$ cat src/rtl/dest_reg_hazard_pkg.sv
// Shared constants and stage-entry layouts for the destination-register hazard unit.
// The entry structs are sized by REG_ADDR_W; the top's ADDR_W must equal it.
package dest_reg_hazard_pkg;

    localparam int REG_ADDR_W = 5;

    localparam logic [1:0] FWD_NONE  = 2'b00;
    localparam logic [1:0] FWD_EXMEM = 2'b01;
    localparam logic [1:0] FWD_MEMWB = 2'b10;

    // valid is the MSB of every entry so a cleared entry is a bubble
    typedef struct packed {
        logic                  valid;
        logic [REG_ADDR_W-1:0] dest;
        logic                  reg_write;
        logic                  mem_read;
    } dest_entry_t;

    typedef struct packed {
        dest_entry_t           base;
        logic [REG_ADDR_W-1:0] rs;
        logic [REG_ADDR_W-1:0] rt;
        logic                  uses_rs;
        logic                  uses_rt;
    } ex_entry_t;

    localparam int DEST_ENTRY_W = $bits(dest_entry_t);
    localparam int EX_ENTRY_W   = $bits(ex_entry_t);

    // Register $0 is hard-wired, so an entry targeting it never produces a value.
    function automatic logic is_writing(input dest_entry_t e);
        return e.valid & e.reg_write & (e.dest != '0);
    endfunction

endpackage

$ cat src/rtl/dest_reg_hazard_if.sv
// ID-stage request bundle and the hazard/forwarding/writeback responses.
// id_valid qualifies all id_* fields; while stall is high the ID side must hold them unchanged.
interface dest_reg_hazard_if #(
    parameter int ADDR_W = 5,
    parameter int CNT_W  = 16
);
    logic              id_valid;
    logic [ADDR_W-1:0] id_rs;
    logic [ADDR_W-1:0] id_rt;
    logic              id_uses_rs;
    logic              id_uses_rt;
    logic [ADDR_W-1:0] id_dest;
    logic              id_reg_write;
    logic              id_mem_read;
    logic              flush;

    logic              stall;
    logic [1:0]        fwd_a;
    logic [1:0]        fwd_b;
    logic [ADDR_W-1:0] wb_dest;
    logic              wb_we;
    logic [CNT_W-1:0]  stall_count;

    modport master (
        output id_valid, id_rs, id_rt, id_uses_rs, id_uses_rt,
               id_dest, id_reg_write, id_mem_read, flush,
        input  stall, fwd_a, fwd_b, wb_dest, wb_we, stall_count
    );

    modport slave (
        input  id_valid, id_rs, id_rt, id_uses_rs, id_uses_rt,
               id_dest, id_reg_write, id_mem_read, flush,
        output stall, fwd_a, fwd_b, wb_dest, wb_we, stall_count
    );
endinterface

$ cat src/rtl/dest_reg_hazard_unit_stage.sv
// One pipeline entry register: async clear, load enable, and bubble insert (clears the entry).
module dest_pipe_stage #(
    parameter int W = 8
) (
    input  logic         clk,
    input  logic         rst,
    input  logic         i_load,
    input  logic         i_bubble,
    input  logic [W-1:0] i_d,
    output logic [W-1:0] o_q
);
    logic [W-1:0] r_q;

    always_ff @(posedge clk or posedge rst) begin
        if (rst) begin
            r_q <= '0;
        end else if (i_load) begin
            r_q <= i_bubble ? '0 : i_d;
        end
    end

    assign o_q = r_q;
endmodule

$ cat src/rtl/dest_reg_hazard_unit.sv
// Tracks dest/reg_write/mem_read through EX, MEM, WB and derives the load-use stall,
// EX operand forwarding selects, register-file write port and a saturating stall counter.
module dest_reg_hazard_unit
    import dest_reg_hazard_pkg::*;
#(
    parameter int ADDR_W = REG_ADDR_W,
    parameter int CNT_W  = 16
) (
    input logic              clk,
    input logic              rst,
    dest_reg_hazard_if.slave bus
);
    logic [ADDR_W-1:0] w_id_rs;
    logic [ADDR_W-1:0] w_id_rt;
    logic [ADDR_W-1:0] w_id_dest;
    ex_entry_t         w_id_entry;
    ex_entry_t         w_ex;
    dest_entry_t       w_mem;
    dest_entry_t       w_wb;
    logic              w_ex_writing;
    logic              w_mem_writing;
    logic              w_wb_writing;
    logic              w_load_use;
    logic              w_stall;
    logic              w_ex_bubble;
    logic              w_illegal_a;
    logic              w_illegal_b;
    logic              w_unused_wb_mem_read;
    logic [CNT_W-1:0]  r_stall_count;

    assign w_id_rs   = bus.id_rs;
    assign w_id_rt   = bus.id_rt;
    assign w_id_dest = bus.id_dest;

    always_comb begin
        w_id_entry                = '0;
        w_id_entry.base.valid     = bus.id_valid;
        w_id_entry.base.dest      = w_id_dest;
        w_id_entry.base.reg_write = bus.id_reg_write;
        w_id_entry.base.mem_read  = bus.id_mem_read;
        w_id_entry.rs             = w_id_rs;
        w_id_entry.rt             = w_id_rt;
        w_id_entry.uses_rs        = bus.id_uses_rs;
        w_id_entry.uses_rt        = bus.id_uses_rt;
    end

    dest_pipe_stage #(.W(EX_ENTRY_W)) u_ex (
        .clk      (clk),
        .rst      (rst),
        .i_load   (1'b1),
        .i_bubble (w_ex_bubble),
        .i_d      (w_id_entry),
        .o_q      (w_ex)
    );

    dest_pipe_stage #(.W(DEST_ENTRY_W)) u_mem (
        .clk      (clk),
        .rst      (rst),
        .i_load   (1'b1),
        .i_bubble (1'b0),
        .i_d      (w_ex.base),
        .o_q      (w_mem)
    );

    dest_pipe_stage #(.W(DEST_ENTRY_W)) u_wb (
        .clk      (clk),
        .rst      (rst),
        .i_load   (1'b1),
        .i_bubble (1'b0),
        .i_d      (w_mem),
        .o_q      (w_wb)
    );

    assign w_ex_writing  = is_writing(w_ex.base);
    assign w_mem_writing = is_writing(w_mem);
    assign w_wb_writing  = is_writing(w_wb);

    // A load in EX has no data until the end of MEM, so a dependent in ID waits one cycle.
    assign w_load_use = bus.id_valid & w_ex_writing & w_ex.base.mem_read &
                        ((bus.id_uses_rs & (w_id_entry.rs == w_ex.base.dest)) |
                         (bus.id_uses_rt & (w_id_entry.rt == w_ex.base.dest)));
    assign w_stall     = w_load_use & ~bus.flush;
    assign w_ex_bubble = bus.flush | w_stall;

    // Youngest producer wins; a load still in MEM cannot be forwarded and selects the regfile.
    function automatic logic [1:0] fwd_sel(
        input logic                  ex_valid,
        input logic                  uses,
        input logic [REG_ADDR_W-1:0] src,
        input logic                  mem_wr,
        input logic                  mem_ld,
        input logic [REG_ADDR_W-1:0] mem_dest,
        input logic                  wb_wr,
        input logic [REG_ADDR_W-1:0] wb_dest
    );
        logic [1:0] sel;
        sel = FWD_NONE;
        if (ex_valid && uses) begin
            if (mem_wr && (mem_dest == src)) begin
                sel = mem_ld ? FWD_NONE : FWD_EXMEM;
            end else if (wb_wr && (wb_dest == src)) begin
                sel = FWD_MEMWB;
            end
        end
        return sel;
    endfunction

    assign bus.fwd_a = fwd_sel(w_ex.base.valid, w_ex.uses_rs, w_ex.rs,
                               w_mem_writing, w_mem.mem_read, w_mem.dest,
                               w_wb_writing, w_wb.dest);
    assign bus.fwd_b = fwd_sel(w_ex.base.valid, w_ex.uses_rt, w_ex.rt,
                               w_mem_writing, w_mem.mem_read, w_mem.dest,
                               w_wb_writing, w_wb.dest);

    assign w_illegal_a = w_ex.base.valid & w_ex.uses_rs & w_mem_writing &
                         w_mem.mem_read & (w_mem.dest == w_ex.rs);
    assign w_illegal_b = w_ex.base.valid & w_ex.uses_rt & w_mem_writing &
                         w_mem.mem_read & (w_mem.dest == w_ex.rt);

    a_no_mem_load_consumer: assert property (
        @(posedge clk) disable iff (rst) !(w_illegal_a | w_illegal_b)
    );

    always_ff @(posedge clk or posedge rst) begin
        if (rst) begin
            r_stall_count <= '0;
        end else if (w_stall && (r_stall_count != '1)) begin
            r_stall_count <= r_stall_count + {{(CNT_W-1){1'b0}}, 1'b1};
        end
    end

    // WB's load flag has no consumer once the value is at the register file.
    assign w_unused_wb_mem_read = w_wb.mem_read;

    assign bus.stall       = w_stall;
    assign bus.wb_dest     = w_wb.dest;
    assign bus.wb_we       = w_wb_writing;
    assign bus.stall_count = r_stall_count;
endmodule

$ cat src/flat_wrapper.sv
// flat-port wrapper written by rule: the top's interface ports become plain ports
module dest_reg_hazard_unit_flat import dest_reg_hazard_pkg::*;
#(
    parameter int ADDR_W = REG_ADDR_W,
    parameter int CNT_W  = 16
)
  (clk, rst, bus_id_valid, bus_id_rs, bus_id_rt, bus_id_uses_rs, bus_id_uses_rt, bus_id_dest, bus_id_reg_write, bus_id_mem_read, bus_flush, bus_stall, bus_fwd_a, bus_fwd_b, bus_wb_dest, bus_wb_we, bus_stall_count);
  dest_reg_hazard_if #(.ADDR_W(ADDR_W), .CNT_W(CNT_W)) bus_i ();
  input logic clk;
  input logic rst;
  input wire logic [$bits(bus_i.id_valid)-1:0] bus_id_valid;
  input wire logic [$bits(bus_i.id_rs)-1:0] bus_id_rs;
  input wire logic [$bits(bus_i.id_rt)-1:0] bus_id_rt;
  input wire logic [$bits(bus_i.id_uses_rs)-1:0] bus_id_uses_rs;
  input wire logic [$bits(bus_i.id_uses_rt)-1:0] bus_id_uses_rt;
  input wire logic [$bits(bus_i.id_dest)-1:0] bus_id_dest;
  input wire logic [$bits(bus_i.id_reg_write)-1:0] bus_id_reg_write;
  input wire logic [$bits(bus_i.id_mem_read)-1:0] bus_id_mem_read;
  input wire logic [$bits(bus_i.flush)-1:0] bus_flush;
  output wire logic [$bits(bus_i.stall)-1:0] bus_stall;
  output wire logic [$bits(bus_i.fwd_a)-1:0] bus_fwd_a;
  output wire logic [$bits(bus_i.fwd_b)-1:0] bus_fwd_b;
  output wire logic [$bits(bus_i.wb_dest)-1:0] bus_wb_dest;
  output wire logic [$bits(bus_i.wb_we)-1:0] bus_wb_we;
  output wire logic [$bits(bus_i.stall_count)-1:0] bus_stall_count;
  assign bus_i.id_valid = bus_id_valid;
  assign bus_i.id_rs = bus_id_rs;
  assign bus_i.id_rt = bus_id_rt;
  assign bus_i.id_uses_rs = bus_id_uses_rs;
  assign bus_i.id_uses_rt = bus_id_uses_rt;
  assign bus_i.id_dest = bus_id_dest;
  assign bus_i.id_reg_write = bus_id_reg_write;
  assign bus_i.id_mem_read = bus_id_mem_read;
  assign bus_i.flush = bus_flush;
  assign bus_stall = bus_i.stall;
  assign bus_fwd_a = bus_i.fwd_a;
  assign bus_fwd_b = bus_i.fwd_b;
  assign bus_wb_dest = bus_i.wb_dest;
  assign bus_wb_we = bus_i.wb_we;
  assign bus_stall_count = bus_i.stall_count;
  dest_reg_hazard_unit #(.ADDR_W(ADDR_W), .CNT_W(CNT_W)) u_core (.clk(clk), .rst(rst), .bus(bus_i));
endmodule
$ cat config.mk
export PLATFORM = sky130hd
export DESIGN_NAME = dest_reg_hazard_unit_flat
export DESIGN_NICKNAME = d
export VERILOG_FILES = /design/src/rtl/dest_reg_hazard_pkg.sv /design/src/rtl/dest_reg_hazard_if.sv /design/src/rtl/dest_reg_hazard_unit_stage.sv /design/src/rtl/dest_reg_hazard_unit.sv /design/src/flat_wrapper.sv
export SDC_FILE = /design/constraint.sdc
export NUM_CORES = 1
export LEC_CHECK = 0
export CAP_MARGIN = 20
export CORE_MARGIN = 4
export CORE_UTILIZATION = 54
export CTS_CLUSTER_DIAMETER = 40
export DETAILED_ROUTE_END_ITERATION = 12
export GPL_TIMING_DRIVEN = 0
export PLACE_DENSITY = 0.84
export SLEW_MARGIN = 20
export SYNTH_ARGS = -nofsm -noshare
export SYNTH_HDL_FRONTEND = slang
export SYNTH_SLANG_ARGS = --single-unit
$ cat constraint.sdc
create_clock -name clk -period 4.2 [get_ports clk]
set_clock_uncertainty 0.15 [all_clocks]
set_input_delay 0.63 -clock clk [delete_from_list [all_inputs] [get_ports clk]]
set_output_delay 0.63 -clock clk [all_outputs]
set_load 0.1 [all_outputs]
==> results.txt, run 1 <==
run status = finished clean
clk root buf = clkbuf_8
CP Launch Type = input port
setup_tns = 0 ns
Die Area = 5360 µm²
number of port buffers = 49
final net count = 277
cts repair resizes = 0
Residual DRC = 0
detailed-route via count = 1553
critical-path cell with the highest stage delay = clkdlybuf4s50_1
share of layout cells above drive strength 1 = 0.0984
CTS tree = built
DRT iter0 DRCs = 74
final hold violations = 0
postcts setup bufs = 0
io pins = 50
Worst Hold Class = register to register
synth unique cells = 31
CP Capture Type = primary output
Worst Path Max Fanout = 4
R2R Path End = u_core.bus.stall_count[14]
largest net degree at the start of global routing = 31
row cnt = 23
Slew @ Worst Pin = 0.976 ns
syn nets = 220
core area = 4060 µm²
Buf/Inv on CP = 2
Post-Syn Instances = 196
Die Height = 73.2 µm
Worst EP required = 3.42 ns
design area = 2980 µm²
# diodes = 0
Critical Path Start = bus_id_rs[3]
final WL = 4.44 mm
# setup viols final = 0
Crit Reg-Reg Startpoint = u_core.u_ex.o_q[15]
VDD IR-drop max = 0.000260 V
number of register bits inferred by synthesis = 51
Critical Path Most Common Cell = clkdlybuf4s50_1
Num Clock Sinks = 51
gp weighted congestion = 0.817
R2R Setup Slk = 2.06 ns
most common cell after layout, fill and taps aside = dfrtp_1
Initial Utilization = 0.566
Layout area overhead = 29.7%
DP Cell Count = 296
via/cell ratio = 5.11
top cell family by delay on the critical path = buffers and inverters
Post-Syn Area per Cell = 11.7 µm²
Avg WL per Cell = 14.6 µm
worst setup path end = bus_stall
CTS Buffer Depth = 2
max_slew headroom = 0.347
Final Cycle Share = 0.907
number of CTS-inserted buffers = 5
CP Cell Sequence = clkdlybuf4s50_1, xnor2_1, nand4_1, o22ai_2, and3b_1, clkdlybuf4s50_1
Max Slew Vio Count = 0
top post-synthesis cells by area = dfrtp_1 56%, xor2_1 8.8%, xnor2_1 7.6%
Final min period = 3.81 ns
kind of critical path = input port to primary output
Die W = 73.2 µm
Syn Std Cell Area = 2300 µm²
unrepaired setup endpoints after global routing = no
worst hold stages = 0
clock latency on the worst-skew pair = 0.30 ns
total gr overflow = 0
FMAX = 263 MHz
Multi-input gate area = 963 µm²
number of antenna violations at the first check in global routing = 0
Tot GR Track Use = 0.188
yosys warns = 0
worst-case reg-to-reg path depth = 6
first-pass GRT wire length = 7.63 mm
Final Non-Filler Cells = 304
crit path DAT = 3.03 ns
sequential cell area = 1280 µm²
H-tree Lvls = 2
area leader, netlist = dfrtp_1
Hold WS = 0.232 ns
sequential cell area fraction in the yosys report = 0.556
Yosys top cell area share = 0.556
slowest stage delay, CP = 1.14 ns
placed inst area = 2880 µm²
commonest cells after routing, fill and taps aside = 51 x dfrtp_1, 49 x clkdlybuf4s50_1, 23 x xor2_1
number of global-route vias before repair = 1665
total iterations of the first detailed-routing run = 6
Lkg Pwr = 1.35 nW
Filler Cells Inserted = 291
hold-fix buffers at CTS = 0
max-cap violation count = 0
Clock transition at path regs = 0.08 ns
dpl hpwl = 3.55 mm
Post-DRT Antenna Nets = 0
Pwr per Cell Area = 312 nW/µm²
Stages on worst setup path = 6
power breakdown:
group	leakage [nW]	total, W	internal [W]	switching (W)
Combinational	0.621	0.000108	0.0000529	0.0000555
Sequential	0.675	0.000526	0.000508	0.0000185
Clock	0.0515	0.000296	0.000150	0.000146
how the worst min path moves through the flow:
stage | from | end | slack [ns]
floorplan | u_core.u_ex.o_q[12] | u_core.u_mem.o_q[0] | 0.20
global placement | u_core.u_ex.o_q[13] | u_core.u_mem.o_q[1] | 0.21
detailed placement | u_core.u_ex.o_q[13] | u_core.u_mem.o_q[1] | 0.21
CTS | u_core.u_ex.o_q[13] | u_core.u_mem.o_q[1] | 0.23
global route | u_core.u_ex.o_q[13] | u_core.u_mem.o_q[1] | 0.26
finish | u_core.u_ex.o_q[13] | u_core.u_mem.o_q[1] | 0.23
synth_stat cells, drive strengths merged:
cell and number:
dfrtp 51, xor2 23, and2 21, xnor2 20, nand2 12, nor3 8, nand3 7, nand4 7
nor2 7, nor4 7, buf 6, and3 5, inv 3, mux2 3, a21oi 2, clkbuf 2
or3 2, and3b 1, ha 1, nand2b 1, nand3b 1, nand4b 1, nor2b 1, o211ai 1
o22ai 1, o311a 1, or4 1
registers in the layout (all words and copies together), names as in the netlist:
| signal | cells |
|---|---|
| u_core.u_ex.o_q | 20 |
| u_core.bus.stall_count | 16 |
| u_core.u_mem.o_q | 8 |
| u_core.u_wb.o_q | 7 |
logic make-up (layout without fill, tap and decap cells):
group / count (synthesis) / count (layout) / share of synthesized area
simple gates: 82 / 82 / 0.214
mux: 3 / 3 / 0.0147
flops: 51 / 51 / 0.556
compound gates: 5 / 5 / 0.0174
fa+ha+maj: 1 / 1 / 0.00545
buf+inv: 11 / 69 / 0.0294
xor+xnor: 43 / 43 / 0.164
metrics by stage:
| step | total power [W] | setup WS (ns) | util |
|---|---|---|---|
| global route | 0.000972 | 0.328 | 0.735 |
| CTS | 0.000939 | 0.383 | 0.735 |
| floorplan | 0.000601 | 0.657 | - |
| finish | 0.000931 | 0.391 | 0.735 |
| detailed placement | 0.000646 | 0.392 | 0.710 |
| global placement | 0.000641 | 0.402 | 0.705 |
final cells by class:
type                            count  area share
Inverter                            3     0.00378
Tap cell                           50      0.0210
Clock buffer                        8      0.0336
Timing Repair Buffer               50       0.171
Buffer                              8      0.0189
Multi-Input combinational cell    134       0.323
Sequential cell                    51       0.428
metal layers:
metal	global-route usage	share of wire	up-vias
met5	0	0	-
met2	0.318	0.50	31
li1	-	-	767
met4	0.0369	0.0043	0
met1	0.245	0.45	753
met3	0.0510	0.040	2
(Power assumes the default switching activity.)
==> inputs of run 2 (changes only) <==
CORE_UTILIZATION = 40   (was 54)
PLACE_DENSITY = 0.65   (was 0.84)
SKIP_LAST_GASP = 1   (was unset)
==> run 2 against run 1 <==
Effect of this change: cell count rose by 7.2%; sequential share of layout area fell by 0.29 points; routed wire length rose by 3.2%; cell area rose by 0.67%; largest cell class unchanged.
==> results.txt, run 2 (synthesis gave the netlist of run 1 again) <==
Num Clock Sinks = 51 (unchanged)
Met3 Wirelength = 164 µm (was 176 µm)
final worst slack = 0.380 ns (was 0.391 ns)
switching power = 0.000228 W (was 0.000220 W)
Pwr per Cell Area = 302 nW/µm² (was 312 nW/µm²)
max-cap violation count = 0 (unchanged)
switching share of power = 0.252 (was 0.236)
pre-CTS setup slack = 0.379 ns (was 0.392 ns)
CTS Buffer Depth = 2 (unchanged)
unrepaired setup endpoints after global routing = no (unchanged)
met1 WL = 2.23 mm (was 2.02 mm)
detailed-route via count = 1555 (was 1553)
postcts setup bufs = 0 (unchanged)
total gr overflow = 0 (unchanged)
number of antenna violations at the first check in global routing = 0 (unchanged)
core area = 5540 µm² (was 4060 µm²)
number of port buffers = 49 (unchanged)
final WL = 4.58 mm (was 4.44 mm)
Clock transition at path regs = 0.09 ns (was 0.08 ns)
sequential cell area = 1280 µm² (unchanged)
Tot GR Track Use = 0.134 (was 0.188)
CTS tree = built (unchanged)
share of layout cells above drive strength 1 = 0.0984 (unchanged)
Multi-input gate area = 963 µm² (unchanged)
H-tree Lvls = 2 (unchanged)
run status = finished clean (unchanged)
FMAX = 262 MHz (was 263 MHz)
Worst Path Max Fanout = 4 (unchanged)
Initial Utilization = 0.415 (was 0.566)
kind of critical path = input port to primary output (unchanged)
Max Slew Vio Count = 0 (unchanged)
Worst EP required = 3.42 ns (about the same)
Met2 Wirelength = 2.15 mm (was 2.22 mm)
total iterations of the first detailed-routing run = 4 (was 6)
CP Capture Type = primary output (unchanged)
part of the power in registers = 0.581 (was 0.565)
clk root buf = clkbuf_8 (unchanged)
CP Launch Type = input port (unchanged)
Lkg Pwr = 1.34 nW (was 1.35 nW)
final net count = 277 (unchanged)
clock latency on the worst-skew pair = 0.29 ns (was 0.30 ns)
flip-flop count of the largest register after layout = 20 (unchanged)
final hold violations = 0 (unchanged)
# setup viols final = 0 (unchanged)
Die W = 83.8 µm (was 73.2 µm)
commonest cells after routing, fill and taps aside = 51 x dfrtp_1, 49 x clkdlybuf4s50_1, 23 x xor2_1 (unchanged)
Slew @ Worst Pin = 0.974 ns (was 0.976 ns)
Layout area overhead = 30.6% (was 29.7%)
number of CTS-inserted buffers = 5 (unchanged)
row cnt = 27 (was 23)
Residual DRC = 0 (unchanged)
# diodes = 0 (unchanged)
Filler Cells Inserted = 535 (was 291)
placed inst area = 2920 µm² (was 2880 µm²)
max_slew headroom = 0.349 (was 0.347)
gp weighted congestion = 0.787 (was 0.817)
DRT iter0 DRCs = 109 (was 74)
Comb power frac = 0.121 (was 0.116)
Post-DRT Antenna Nets = 0 (unchanged)
internal power = 0.000678 W (was 0.000711 W)
VDD IR-drop max = 0.000163 V (was 0.000260 V)
Worst Hold Class = register to register (unchanged)
design area = 3000 µm² (was 2980 µm²)
io pins = 50 (unchanged)
Avg WL per Cell = 14.0 µm (was 14.6 µm)
via/cell ratio = 4.77 (was 5.11)
crit path DAT = 3.04 ns (was 3.03 ns)
top sig layer = met4 (unchanged)
worst hold stages = 0 (unchanged)
hold-fix buffers at CTS = 0 (unchanged)
first-pass GRT wire length = 7.64 mm (was 7.63 mm)
number of global-route vias before repair = 1560 (was 1665)
worst-case reg-to-reg path depth = 6 (unchanged)
Die Height = 83.8 µm (was 73.2 µm)
dpl hpwl = 3.53 mm (was 3.55 mm)
largest net degree at the start of global routing = 30 (was 31)
most common cell after layout, fill and taps aside = dfrtp_1 (unchanged)
Final Cycle Share = 0.909 (was 0.907)
Die Area = 7020 µm² (was 5360 µm²)
Clk network pwr share = 0.298 (was 0.318)
Final min period = 3.82 ns (was 3.81 ns)
setup_tns = 0 ns (unchanged)
cts repair resizes = 0 (unchanged)
run 2: cell types whose count changed in the layout (fill, tap and decap cells not counted), sizes merged:
cell and change:
clkinv +1, clkbuf -2, clkinvlp +1
run 2: cell type report:
cell class / count / share of cell area
buffer: 8 / 0.0188
clock buffer: 6 / 0.0242
clock inverter: 2 / 0.00417
inverter: 3 / 0.00375
multi-input combinational: 134 / 0.321
sequential: 51 / 0.425
tap: 72 / 0.0300
timing repair buffer: 50 / 0.173
run 2: critical path, cell delays in order:
cell and delay (ns):
clkdlybuf4s50_1 0.49, xnor2_1 0.12, nand4_1 0.14, o22ai_2 0.29, and3b_1 0.23, clkdlybuf4s50_1 1.13
run 2: through the flow:
stage | util | total power (W) | hold WS [ns] | std cells
after floorplan | - | 0.000601 | 0.204 | 196
after global placement | 0.521 | 0.000644 | 0.224 | 317
after detailed placement | 0.526 | 0.000649 | 0.222 | 318
after CTS | 0.542 | 0.000918 | 0.243 | 326
after global routing | 0.542 | 0.000945 | 0.249 | 326
final | 0.542 | 0.000906 | 0.239 | 326
run 2: final timing paths:
kind / startpoint / to / slack (ns)
max: bus_id_rs[1] / bus_stall / 0.38
min: u_core.u_mem.o_q[1] / u_core.u_wb.o_q[1] / 0.24
max reg2reg: u_core.u_ex.o_q[14] / u_core.bus.stall_count[14] / 2.05
min reg2reg: u_core.u_mem.o_q[1] / u_core.u_wb.o_q[1] / 0.24
max in group asynchronous: rst / u_core.bus.stall_count[2] / 2.78
min in group asynchronous: rst / u_core.bus.stall_count[12] / 0.59
run 2: power by group through the flow:
stage / clock [W] / combinational [W] / sequential, W
detailed placement: 0 / 0.000112 / 0.000537
finish: 0.000270 / 0.000110 / 0.000527
floorplan: 0 / 0.0000697 / 0.000531
CTS: 0.000279 / 0.000112 / 0.000527
global placement: 0 / 0.000107 / 0.000537
global route: 0.000296 / 0.000119 / 0.000530
run 2: routing by layer:
layer,track usage,vias up
met1,0.190,749
met2,0.208,37
li1,-,767
met3,0.0306,2
met5,0,-
met4,0.0351,0
==> inputs of run 3 (changes only) <==
SLEW_MARGIN = 10   (was 20)
==> run 3 against run 2 <==
Effect of this change: die area did not move; register-to-register slack improved by 0.04 ns; first-iteration DRC count fell by 24%; via count fell by 1.7%; clock power rose by 47%; clock-buffer cell count did not move; setup slack improved by 0.028 ns; routed wire length fell by 1.1%; sequential share of layout area fell by 0.56 points; cell count did not move; utilization rose by 0.72 points; critical endpoint unchanged; largest cell class unchanged; highest routed layer unchanged.
==> results.txt, run 3 (synthesis gave the netlist of run 1 again) <==
run status = finished clean (unchanged)
final worst slack = 0.408 ns (was 0.380 ns)
io pins = 50 (unchanged)
commonest cells after routing, fill and taps aside = 51 x dfrtp_1, 49 x clkdlybuf4s50_1, 23 x xor2_1 (unchanged)
core area = 5540 µm² (unchanged)
clk root buf = clkbuf_8 (unchanged)
Clock transition at path regs = 0.09 ns (about the same)
gp weighted congestion = 0.787 (unchanged)
CP Launch Type = input port (unchanged)
unrepaired setup endpoints after global routing = no (unchanged)
crit path DAT = 3.01 ns (was 3.04 ns)
max-cap violation count = 0 (unchanged)
share of layout cells above drive strength 1 = 0.0984 (unchanged)
largest net degree at the start of global routing = 41 (was 30)
Tot GR Track Use = 0.135 (was 0.134)
Final Cycle Share = 0.903 (was 0.909)
Pwr per Cell Area = 339 nW/µm² (was 302 nW/µm²)
flip-flop count of the largest register after layout = 20 (unchanged)
total iterations of the first detailed-routing run = 4 (unchanged)
number of CTS-inserted buffers = 5 (unchanged)
H-tree Lvls = 2 (unchanged)
Worst Path Max Fanout = 4 (unchanged)
pre-CTS setup slack = 0.379 ns (about the same)
Die W = 83.8 µm (unchanged)
DRT iter0 DRCs = 83 (was 109)
Num Clock Sinks = 51 (unchanged)
dpl hpwl = 3.49 mm (was 3.53 mm)
row cnt = 27 (unchanged)
number of port buffers = 49 (unchanged)
first-pass GRT wire length = 7.66 mm (was 7.64 mm)
Slew @ Worst Pin = 0.972 ns (was 0.974 ns)
Initial Utilization = 0.415 (unchanged)
CP Capture Type = primary output (unchanged)
critical-path cell with the highest stage delay = clkdlybuf4s50_1 (unchanged)
Worst Hold Class = register to register (unchanged)
CTS tree = built (unchanged)
VDD IR-drop max = 0.000155 V (was 0.000163 V)
hold-fix buffers at CTS = 0 (unchanged)
Hold WS = 0.237 ns (was 0.239 ns)
Post-DRT Antenna Nets = 0 (unchanged)
total gr overflow = 0 (unchanged)
number of global-route vias before repair = 1604 (was 1560)
Critical Path Most Common Cell = clkdlybuf4s50_1 (unchanged)
final net count = 277 (unchanged)
number of antenna violations at the first check in global routing = 0 (unchanged)
via/cell ratio = 4.69 (was 4.77)
setup_tns = 0 ns (unchanged)
max_slew headroom = 0.350 (was 0.349)
Final min period = 3.79 ns (was 3.82 ns)
postcts setup bufs = 0 (unchanged)
# setup viols final = 0 (unchanged)
cts repair resizes = 0 (unchanged)
Max Slew Vio Count = 0 (unchanged)
# diodes = 0 (unchanged)
Die Area = 7020 µm² (unchanged)
most common cell after layout, fill and taps aside = dfrtp_1 (unchanged)
Total Power = 0.00103 W (was 0.000906 W)
kind of critical path = input port to primary output (unchanged)
slowest stage delay, CP = 1.13 ns (about the same)
Residual DRC = 0 (unchanged)
Layout area overhead = 32.4% (was 30.6%)
Die Height = 83.8 µm (unchanged)
detailed-route via count = 1529 (was 1555)
Worst EP required = 3.42 ns (about the same)
CP Cell Sequence = clkdlybuf4s50_1, xnor2_1, nand4_1, o22ai_2, and3b_1, clkdlybuf4s50_1 (unchanged)
final WL = 4.53 mm (was 4.58 mm)
final hold violations = 0 (unchanged)
Lkg Pwr = 1.36 nW (was 1.34 nW)
clock latency on the worst-skew pair = 0.29 ns (about the same)
FMAX = 264 MHz (was 262 MHz)
Avg WL per Cell = 13.9 µm (was 14.0 µm)
CTS Buffer Depth = 2 (unchanged)
Filler Cells Inserted = 510 (was 535)
-- run 3: cell count changes in the layout (fill, tap and decap cells not counted) --
cell / before / now
buf_16: 1 / 0
bufinv_16: 0 / 2
buf_12: 0 / 1
clkinv_2: 1 / 0
clkinvlp_4: 1 / 0
-- run 3: routing by layer --
layer / GRT usage / share of wire / vias to the layer above
met3: 0.0286 / 0.032 / 5
met5: 0 / 0 / -
met2: 0.213 / 0.47 / 30
li1: - / - / 768
met1: 0.184 / 0.48 / 726
met4: 0.0439 / 0.012 / 0
-- run 3: metrics by stage --
stage | cells | utilization | cell area [µm²]
after floorplan | 196 | - | 2310
after global placement | 317 | 0.521 | 2890
after detailed placement | 318 | 0.525 | 2910
after CTS | 326 | 0.549 | 3040
after global routing | 326 | 0.549 | 3040
final | 326 | 0.549 | 3040
-- run 3: final timing paths --
path | cells past startpoint | end | slack, ns | start
setup reg to reg | 6 | u_core.bus.stall_count[14] | 2.09 | u_core.u_ex.o_q[15]
setup / recovery | 6 | bus_stall | 0.41 | bus_id_rs[1]
min in group asynchronous | 2 | u_core.bus.stall_count[14] | 0.43 | rst
max in group asynchronous | 3 | u_core.u_ex.o_q[4] | 2.98 | rst
hold / removal | 0 | u_core.u_wb.o_q[1] | 0.24 | u_core.u_mem.o_q[1]
hold reg to reg | 0 | u_core.u_wb.o_q[1] | 0.24 | u_core.u_mem.o_q[1]
-- run 3: area by class of cell --
cell class | instances | area (µm²) | share of cell area
sequential | 51 | 1280 | 0.420
clock buffer | 6 | 72.6 | 0.0239
timing repair buffer | 50 | 510 | 0.168
inverter | 3 | 11.3 | 0.00370
clock inverter | 2 | 60.1 | 0.0198
tap | 72 | 90.1 | 0.0296
multi-input combinational | 134 | 963 | 0.317
buffer | 8 | 56.3 | 0.0185
-- run 3: power breakdown --
part	leakage (nW)	switching (W)	internal (W)
logic	0.621	0.0000554	0.0000530
registers	0.675	0.0000190	0.000508
clock network	0.0654	0.000158	0.000238
total	1.36	0.000232	0.000799
-- run 3: worst max-delay path: cells and delay by family --
kind | cells | cell delay, ns
AOI/OAI and AO/OA | 1 | 0.28
xor gates and xnor gates | 1 | 0.13
buffers and inverters | 2 | 1.61
and+or+nand+nor | 2 | 0.36
==> edit: new RTL, config.mk and constraints of run 1 <==
Reset style: synchronous (`rst`), changed in 2 clocked blocks. Comments in the files are not updated.
--- a/src/rtl/dest_reg_hazard_unit_stage.sv
+++ b/src/rtl/dest_reg_hazard_unit_stage.sv
@@ -13,3 +13,3 @@
 
-    always_ff @(posedge clk or posedge rst) begin
+    always_ff @(posedge clk) begin
         if (rst) begin
--- a/src/rtl/dest_reg_hazard_unit.sv
+++ b/src/rtl/dest_reg_hazard_unit.sv
@@ -123,3 +123,3 @@
 
-    always_ff @(posedge clk or posedge rst) begin
+    always_ff @(posedge clk) begin
         if (rst) begin
Formal check against the unedited RTL: differs if rst is asserted again (counterexample within 4 cycles, from zero or initial values and one cycle with rst high); with rst held inactive, the same outputs for 10 cycles.
==> edit against run 1 <==
- worst setup slack better by 0.037 ns
- sequential cell count unchanged
- final area up 0.76%
- routed wire length up 26%
- final cell count up 19%
- maximum frequency up 0.99%
- area after synthesis up 1.6%
- largest cell class is now multi-input gates
- total power down 0.63%
- count of clock-buffer cells in the layout down 3
==> edit: results (changes against run 1) <==
* Worst Tran Pin Value at 0.977 ns (+0.00107 ns)
* First-pass GRT wire length at 9520 um (+25%)
* Leak at 1.06 nW (-21%)
* Place WS at 0.0462 ns (-0.346 ns)
* CP Max Fanout at 10 (+6)
* Layout cell share with drive strength beyond 1 at 0.0577 (-0.0407)
* Most frequent cells after synthesis: dfxtp_1, xnor2_1, and2_1
* Avg Vias per Cell at 5.63 (+10%)
* Dominant synthesized flop cell: dfxtp_1
* Drt first pass iters at 4 (-2)
* Die area at 5440 sq um (+1.5%)
* Vias at 2038 (+31%)
* Hold Path Depth at 1 (+1)
* Post-Syn Instances at 255 (+30%)
* Reg2reg start: u_core.bus.stall_count[0]
* Final net count at 335 (+21%)
* Data arrival time of the worst path at 2.99 ns (-0.04 ns)
* Min-Delay Endpoint: u_core.u_mem.o_q[1]
* Cell variety after synth at 35 (+13%)
* Cell Area, Placed at 2890 sq um (+0.26%)
* Number of global-route vias before repair at 2067 (+24%)
* Ys Warns at 0 (unchanged)
* M1 WL at 2490 um (+23%)
* Final RePlAce weighted congestion at 0.858 (+5.0%)
* Worst r2r path cells at 7 (+1)
* Net Count, Synth at 279 (+27%)
* HP Start: u_core.u_ex.o_q[13]
* CP max stage cell: dlymetal6s2s_1
* FFs w/ async S/R, synth at 0 (-1.00)
* Detailed Route WL at 5590 um (+26%)
* R2r setup slk at 1.90 ns (-0.16 ns)
* Critical Path Max Stage Delay at 0.76 ns (-0.38 ns)
* Sequential share of the synthesized area at 0.437 (-0.118)
* WHS at 0.316 ns (+0.0847 ns)
* Outcome: complete, no violations
* Largest net degree at the start of global routing at 17 (-45%)
* Overall routing resource usage at 0.225 (+0.0372)
* R2r endpoint: u_core.bus.stall_count[7]
* Setup WS post-layout at 0.428 ns (+0.0374 ns)
-- edit: cell types whose count changed after synthesis, sizes merged, moves of 8 or more --
cell,delta
dfxtp,+51
a21oi,+11
dfrtp,-51
or4,+8
xor2,-15
o31ai,+8
nor2b,+16
-- edit: report_power, final --
part / total, mW / internal (mW) / switching (mW) / leakage, nW
logic: 0.0793 / 0.0425 / 0.0368 / 0.590
registers: 0.505 / 0.494 / 0.0107 / 0.415
clock network: 0.341 / 0.178 / 0.164 / 0.0581
total: 0.925 / 0.714 / 0.211 / 1.06
-- edit: area by class of cell --
type                       instances  area (sq um)
buffer                            15          86.3
timing repair buffer              49           493
inverter                           3          11.3
tap                               50          62.6
fill                             327          1080
multi-input combinational        186          1220
clock buffer                       5          68.8
sequential                        51          1020
clock inverter                     3          43.8
-- edit: routing by layer --
metal	vias up	GRT usage
met1	922	0.296
li1	1016	-
met2	90	0.373
met3	10	0.0451
met4	0	0.0664
met5	-	0
-- edit: worst max-delay path by stage --
stage | startpoint | end | cells after the start
2_1_floorplan | u_core.u_mem.o_q[5] | bus_fwd_a[0] | 5
5_1_grt | bus_id_rt[0] | bus_stall | 8
4_1_cts | bus_id_rt[0] | bus_stall | 8
3_5_place_dp | bus_id_rt[0] | bus_stall | 8
6_report | bus_id_rt[4] | bus_stall | 8
3_3_place_gp | bus_id_rt[0] | bus_stall | 8
-- edit: what timing repair did --
item	in CTS	in global routing
endpoints found under the setup margin	0	1
resized for setup	0	1
setup buffers	0	0
-- edit: logic make-up after synthesis --
group	after synthesis	share of synthesized area
and+or+nand+nor	119	0.294
AOI/OAI and AO/OA	34	0.0997
DFF	51	0.437
xor gates and xnor gates	30	0.113
muxes	2	0.00965
adders and majority gates	1	0.00536
buffers and inverters	18	0.0418
